<file path="src/rtl/acc_icb_arbiter.sv">
// Round-robin arbiter that funnels N_REQ requester ICB ports onto one downstream
// ICB port, allowing a single transaction in flight at a time.
module acc_icb_arbiter #(
  parameter int N_REQ = 3,
  parameter int AW    = 32,
  parameter int DW    = 32
) (
  input  logic                      clk,
  input  logic                      rst_n,
  input  logic [N_REQ-1:0]          req_icb_cmd_valid,
  output logic [N_REQ-1:0]          req_icb_cmd_ready,
  input  logic [N_REQ-1:0]          req_icb_cmd_read,
  input  logic [N_REQ*AW-1:0]       req_icb_cmd_addr,
  input  logic [N_REQ*DW-1:0]       req_icb_cmd_wdata,
  input  logic [N_REQ*(DW/8)-1:0]   req_icb_cmd_wmask,
  output logic [N_REQ-1:0]          req_icb_rsp_valid,
  input  logic [N_REQ-1:0]          req_icb_rsp_ready,
  output logic [DW-1:0]             req_icb_rsp_rdata,
  output logic                      req_icb_rsp_err,
  output logic                      acc_icb_cmd_valid,
  input  logic                      acc_icb_cmd_ready,
  output logic                      acc_icb_cmd_read,
  output logic [AW-1:0]             acc_icb_cmd_addr,
  output logic [DW-1:0]             acc_icb_cmd_wdata,
  output logic [DW/8-1:0]           acc_icb_cmd_wmask,
  input  logic                      acc_icb_rsp_valid,
  output logic                      acc_icb_rsp_ready,
  input  logic [DW-1:0]             acc_icb_rsp_rdata,
  input  logic                      acc_icb_rsp_err,
  output logic [$clog2(N_REQ)-1:0]  grant_id,
  output logic                      busy
);

  localparam int IW = $clog2(N_REQ);
  localparam int MW = DW / 8;

  typedef enum logic [1:0] {IDLE, CMD, RSP} state_t;

  state_t        state;
  logic [IW-1:0] ptr;
  logic [IW-1:0] rr_pick;
  logic          rr_hit;
  logic [IW-1:0] next_ptr;
  logic          gnt_cmd_valid;
  logic          gnt_rsp_ready;
  int            rr_idx;

  // Search starts at ptr and wraps, so the last-served requester goes to the back.
  always_comb begin
    rr_pick = '0;
    rr_hit  = 1'b0;
    rr_idx  = 0;
    for (int k = 0; k < N_REQ; k++) begin
      rr_idx = int'(ptr) + k;
      if (rr_idx >= N_REQ) rr_idx = rr_idx - N_REQ;
      if (!rr_hit && req_icb_cmd_valid[rr_idx]) begin
        rr_hit  = 1'b1;
        rr_pick = IW'(rr_idx);
      end
    end
  end

  assign next_ptr      = (grant_id == IW'(N_REQ - 1)) ? '0 : grant_id + 1'b1;
  assign gnt_cmd_valid = req_icb_cmd_valid[grant_id];
  assign gnt_rsp_ready = req_icb_rsp_ready[grant_id];

  always_ff @(posedge clk or negedge rst_n) begin
    if (!rst_n) begin
      state    <= IDLE;
      ptr      <= '0;
      grant_id <= '0;
      busy     <= 1'b0;
    end else begin
      case (state)
        IDLE: begin
          if (rr_hit) begin
            grant_id <= rr_pick;
            state    <= CMD;
            busy     <= 1'b1;
          end
        end
        CMD: begin
          // A requester withdrawing its command abandons the grant without advancing ptr.
          if (!gnt_cmd_valid) begin
            state <= IDLE;
            busy  <= 1'b0;
          end else if (acc_icb_cmd_ready) begin
            state <= RSP;
          end
        end
        RSP: begin
          if (acc_icb_rsp_valid && gnt_rsp_ready) begin
            state <= IDLE;
            busy  <= 1'b0;
            ptr   <= next_ptr;
          end
        end
        default: begin
          state <= IDLE;
          busy  <= 1'b0;
        end
      endcase
    end
  end

  always_comb begin
    acc_icb_cmd_valid = 1'b0;
    acc_icb_cmd_read  = 1'b0;
    acc_icb_cmd_addr  = '0;
    acc_icb_cmd_wdata = '0;
    acc_icb_cmd_wmask = '0;
    req_icb_cmd_ready = '0;
    req_icb_rsp_valid = '0;
    acc_icb_rsp_ready = 1'b0;
    req_icb_rsp_rdata = '0;
    req_icb_rsp_err   = 1'b0;
    if (state == CMD) begin
      acc_icb_cmd_valid           = gnt_cmd_valid;
      acc_icb_cmd_read            = req_icb_cmd_read[grant_id];
      acc_icb_cmd_addr            = req_icb_cmd_addr[grant_id*AW +: AW];
      acc_icb_cmd_wdata           = req_icb_cmd_wdata[grant_id*DW +: DW];
      acc_icb_cmd_wmask           = req_icb_cmd_wmask[grant_id*MW +: MW];
      req_icb_cmd_ready[grant_id] = acc_icb_cmd_ready;
    end
    // Responses arriving outside RSP are left stalled rather than forwarded.
    if (state == RSP) begin
      req_icb_rsp_valid[grant_id] = acc_icb_rsp_valid;
      acc_icb_rsp_ready           = gnt_rsp_ready;
      req_icb_rsp_rdata           = acc_icb_rsp_rdata;
      req_icb_rsp_err             = acc_icb_rsp_err;
    end
  end

endmodule

</file>
<file path="config.mk">
export PLATFORM = sky130hd
export DESIGN_NAME = acc_icb_arbiter
export DESIGN_NICKNAME = d
export VERILOG_FILES = /design/src/rtl/acc_icb_arbiter.sv
export SDC_FILE = /design/constraint.sdc
export NUM_CORES = 1
export LEC_CHECK = 0
export CAP_MARGIN = 20
export CORE_AREA = 2 2 139 141
export CTS_BUF_LIST = sky130_fd_sc_hd__clkbuf_4 sky130_fd_sc_hd__clkbuf_8
export CTS_CLUSTER_SIZE = 24
export DETAILED_ROUTE_END_ITERATION = 7
export DIE_AREA = 0 0 141 143
export GPL_TIMING_DRIVEN = 0
export SYNTH_ARGS = -nofsm -noshare
export SYNTH_HDL_FRONTEND = slang
export SYNTH_SLANG_ARGS = --single-unit
export TNS_END_PERCENT = 50
</file>
<file path="constraint.sdc">
create_clock -name clk -period 3.8 [get_ports clk]
set_input_delay 1.14 -clock clk [delete_from_list [all_inputs] [get_ports clk]]
set_output_delay 1.14 -clock clk [all_outputs]
set_load 0.02 [all_outputs]
</file>
== Word-level counts from Yosys, hierarchy flattened ==
Cells that the tools add are included.

* Bits in registers: 7
* Latch bits: 0
* Memory bits (writable): 0
* Memory bits (read-only): 0
* Bits of input ports: 250
* Output and inout bits: 113
* Word-level logic and storage cells: 87
* Memories: 0

* Add/sub/neg operators: 6
* $mul: 0
* Divide/modulo/power cells: 0
* Order comparisons: 8
* Equality and inequality tests: 7
* Shift-type cells: 3
* Multiplexer cells: 46
* Bitwise logic cells: 2
* Reductions and logical operators: 11

{| class="wikitable"
|+ Operator list
! operator !! count
|-
| 2-to-1 mux 32 bit || 6
|-
| variable part select 96 x 8 -> 32 bit || 2
|-
| less-than comparator 32 x 4 -> 1 bit (second input constant) || 3
|-
| 2-to-1 mux 1 bit || 20
|-
| 2-to-1 mux 2 bit || 8
|-
| binary-select mux 1 bit (select 2 bit) || 6
|-
| variable part select 12 x 5 -> 4 bit || 1
|-
| subtractor 3 x 2 -> 4 bit (second input constant) || 2
|-
| AND 3 bit || 2
|-
| >= comparator 3 x 2 -> 1 bit (second input constant) || 2
|-
| 2-to-1 mux 3 bit || 2
|-
| inequality test 2 bit (second input constant) || 3
|-
| case mux 2 bit (3 select lines) || 1
|-
| AND reduction 3 bit || 2
|-
| == test 2 bit (second input constant) || 2
|-
| logical AND 1 bit || 4
|-
| 2-to-1 mux 4 bit || 1
|-
| AND reduction 2 bit || 2
|-
| adder 2 x 1 -> 3 bit (second input constant) || 1
|-
| adder 2 x 2 -> 3 bit (second input constant) || 1
|-
| less-than comparator 2 x 3 -> 1 bit (second input constant) || 1
|-
| inequality test 3 bit (second input constant) || 1
|-
| case mux 1 bit (3 select lines) || 1
|-
| subtractor 2 x 2 -> 3 bit (second input constant) || 1
|-
| other kinds (7) || 8
|}

== Logic depth before layout (Yosys ltp) ==
* Word-level depth: 14
* Depth in mapped cells: 8
* Depth with buffers taken out: 7

== Least setup slack after synthesis ==
OpenSTA, ideal clock, no wires.

* Path kind: in2out
* Start point: in acc_icb_cmd_ready
* End point: out req_icb_cmd_ready[0]
* Data arrival time: 1.725 ns
* Data required time: 2.660 ns
* Path slack: 0.935 ns
* Cell stages on the path: 2
* Buffers on the path: 0
* Cells stage by stage: nand3b_1 -> nor3_1

* Word-level cells in the longest chain between the ends: 2

{| class="wikitable"
|+ Ends and longest elaborated chain
! element !! RTL line !! text
|-
| start: declaration || 21 || <nowiki>input logic acc_icb_cmd_ready,</nowiki>
|-
| AND 3 bit (no line) || -- ||
|-
| 2-to-1 mux 3 bit || 117 || <nowiki>if (state == CMD) begin</nowiki>
|-
| end: declaration || 11 || <nowiki>output logic [N_REQ-1:0] req_icb_cmd_ready,</nowiki>
|}

Every way passes these cells.

== Worst setup path in the final report ==
* Start point: in req_icb_cmd_wdata[89]
* End point: out acc_icb_cmd_wdata[25]

* Word-level cells in the longest chain between the ends: 2

{| class="wikitable"
|+ Ends and longest elaborated chain
! element !! RTL line !! text
|-
| start: declaration || 14 || <nowiki>input logic [N_REQ*DW-1:0] req_icb_cmd_wdata,</nowiki>
|-
| variable part select 96 x 8 -> 32 bit || 121 || <nowiki>acc_icb_cmd_wdata = req_icb_cmd_wdata[grant_id*DW +: DW];</nowiki>
|-
| 2-to-1 mux 32 bit || 117 ||
|-
| end: declaration || 24 || <nowiki>output logic [DW-1:0] acc_icb_cmd_wdata,</nowiki>
|}

Every way passes these cells.

==> results.txt <==
- Height of the die: approximately 140 µm
- Using the TritonRoute via totals, the vias-per-cell ratio works out to a little over 4.
- Pins over their slew limit: 0
- For this run, the post-layout net count is between 1000 and 1500.
- Of the total power, combinational logic draws 0.932.
* CP top delay family: buffers and inverters
* Total DRC errors in the routed layout: 0
- Commonest non-fill, non-tap cell in the layout: clkdlybuf4s50_1
- Die extent in x: 141 µm
- Summed area of non-filler cells in the final layout: between 6000 and 7000 µm²
- Remaining number of nets flagged by the antenna check after routing: 0
- Syn_area_per_cell: roughly 6 µm²
* Synth-to-Final Area Change: 154%
- The via count of the first global-routing pass came to about 4100.
- At the pin with the least slew margin, the transition time is about 0.71 ns.
* Gates resized, CTS repair: 9
* Largest net degree at the start of global routing: 11
- Internal: roughly 0.0018 W
* Clock Sinks: 7
* CTS Hold Bufs: 0
* Run status: completed
* Peak clock frequency supported by timing: about 0.27 GHz
- roughly 360 I/O pins were placed.
* Critical path's largest stage delay: slightly above 0.6 ns
* Post-CTS Setup Inserts: 0
* Placement Rows: 50
- Largest fanout on the critical path: 1
- Clock latency of the later-clocked register in the worst-skew pair: around 0.23 ns
- Net count after synthesis: between 600 and 700
* Total Wirelength: around 17000 µm
- Die footprint: between 20000 and 25000 µm²
* Floorplan Core Area: ~19000 µm²
- Cell-by-cell trace of the critical path: clkdlybuf4s50_1 -> mux2i_1 -> nor2_1 -> a21oi_1 -> nor2_1 -> clkdlybuf4s50_1
* Slowest library cell on the worst path: clkdlybuf4s50_1
- Adding up every negative setup slack in the final design gives 0 ns.
* Fraction of layout cells with a size suffix above 1: 0.0456
* Max clock buf depth: 2
- Global-route wire length before repair: around 24000 µm
- Antenna violations before repair: 0
* Switching Fraction: 0.533
* Relative slew slack: 0.528
- Clock edge transition at the registers on the reported setup and hold paths: 0.04 ns
* Port buffer count: roughly 360
* Number of placed cells counting well taps: 1021
- Power spread over the standard cell area amounts to between 500 and 600 nW/µm².
- Initial drt markers: roughly 180
- Setup violations remaining at the end of the flow were counted as 0.
- Clock power share: 0.030
- Half-perimeter wire length after placement: ~14000 µm
* Instance count of the mapped netlist: around 430
- In this run the number of H-tree levels came out at 1.
* Antenna cells: 0
- Setup repair after global routing left no endpoint under its margin.
- The top cell types in the final layout, fill and taps aside, are clkdlybuf4s50_1, nor2_1, mux2i_1.
- Final Instance Count excl. Fillers: 1024
- In the global route stage, overall resource usage came out at 0.152.
- Initial core utilization: 0.139
- Yosys top cell area share: 0.282
- Routability-driven placement finished with a final weighted congestion of 0.835.
* Sequential cell fraction of total power: 0.038
- In the final routed layout, each cell accounts on average for between 15 and 20 µm.
- Crit path launch type: primary input
- Worst Path Buf+Inv: 2
- TritonCTS built the clock tree.
- The filler cells instantiated in the layout total between 1500 and 2000.
- By startpoint and endpoint, the worst setup path is classified as in -> out.
- The analysis attributes to cell leakage a power of around 2.7 nW.
- The worst setup path is captured at an output pin.
- Distinct cell type count after synthesis: 31
- The cell area that synthesis handed to floorplanning was around 2600 µm².
- The root buffer cell chosen for the clock tree is clkbuf_8.
- Detailed routing inserted a total of around 4200 vias.
- The number of clock buffers added by TritonCTS is 3.
- The first detailed-routing pass took 4 iterations.
- Number of failing hold endpoints at the final stage: 0
- WP data required: around 2.7 ns
- Library cell occupying the most area in the post-synthesis netlist: mux2i_1
- For this run, the register share of the synthesized area comes to 0.0676.
- Dividing the final minimum period by the clock period gives 0.988.
- For this run the aggregate overflow at the end of global routing stands at 0.
- After synthesis the netlist holds a flip-flop and latch count of 7.
* Cells taking the most area after synthesis: mux2i_1, nor2_1, a21oi_1
* Placed cell areas: 6510 µm²
- Post-layout minimum cycle time: about 3.8 ns
- Across the run, the number of max-cap violations was 0.
* Hold/Removal Path Class: reg -> reg
- Clock tree skew after final layout: 0.00139 ns
* Worst IR Drop VDD: 252 µV
- Data on the critical path arrives at its endpoint at ~2.6 ns.
- For this design the total switching power over the nets is between 0.002 and 0.0025 W.
- Yosys printed 0 warnings.
==> Yosys cell counts, drive strengths merged <==
cell type,count
nor2,148
mux2i,73
a21oi,70
and2,35
buf,24
clkbuf,16
o21ai,10
nand2,9
dfrtp,7
inv,4
nand2b,4
nand3b,4
ha,3
nor3,3
o31ai,3
a32o,2
nor2b,2
a21boi,1
a221o,1
a2bb2oi,1
a31oi,1
and2b,1
o221ai,1
o2bb2ai,1
o41ai,1
==> power groups by stage <==
stage / registers [W] / logic [W] / clock network (W)
after global placement: 0.000138 / 0.00360 / 0
after global routing: 0.000154 / 0.00382 / 0.000119
after floorplan: 0.000151 / 0.00199 / 0
final: 0.000144 / 0.00353 / 0.000114
after CTS: 0.000137 / 0.00361 / 0.000117
after detailed placement: 0.000138 / 0.00359 / 0
==> sequential cells by signal, indices dropped and copies added, names as in the netlist <==
| name | cells |
|---|---|
| state | 2 |
| busy | 1 |
| grant_id | 2 |
| ptr | 2 |
==> kinds of logic after synthesis <==
logic type	after synthesis	share of synthesized area
and+or+nand+nor	206	0.347
AOI/OAI and AO/OA	92	0.205
muxes	73	0.282
buffers and inverters	44	0.0836
DFF	7	0.0676
adders and majority gates	3	0.0145
==> final cells by class <==
type	count	area, µm²	area share
multi-input combinational	374	2210	0.336
sequential	7	175	0.0266
buffer	39	203	0.0308
tap	234	293	0.0444
timing repair buffer	362	3640	0.553
clock buffer	4	48.8	0.00741
inverter	4	15.0	0.00228
==> per-stage QoR <==
| stage | hold WS, ns | util | setup slack, ns | total power [W] |
|---|---|---|---|---|
| final | 0.500 | 0.355 | 0.0449 | 0.00379 |
| after global routing | 0.542 | 0.355 | 0.00279 | 0.00409 |
| after CTS | 0.505 | 0.353 | 0.0130 | 0.00386 |
| after detailed placement | 0.501 | 0.350 | -0.237 | 0.00372 |
| after global placement | 0.488 | 0.350 | -0.232 | 0.00374 |
| after floorplan | 0.552 | - | 0.935 | 0.00214 |
==> path summary, 6_finish.rpt <==
path	from	endpoint	slack, ns	cells after the start
max in group asynchronous	rst_n	state[0]	2.39	1
min reg2reg	busy	busy	0.50	2
max reg2reg	ptr[0]	grant_id[0]	1.91	8
min in group asynchronous	rst_n	grant_id[0]	1.17	1
min	busy	busy	0.50	2
max	req_icb_cmd_wdata[89]	acc_icb_cmd_wdata[25]	0.04	6
==> metal layers <==
layer	up-vias	part of all wire	track usage
met3	14	0.057	0.0241
met5	-	0	0
li1	2157	-	-
met2	177	0.51	0.274
met4	0	0.011	0.0247
met1	1898	0.43	0.194
==> worst min-delay path: stages (launching register included) <==
cell	delay, ns
dfrtp_1	0.33
o21ai_0	0.07
nand2_1	0.06
Note: power is estimated with default switching activity, not from simulation.
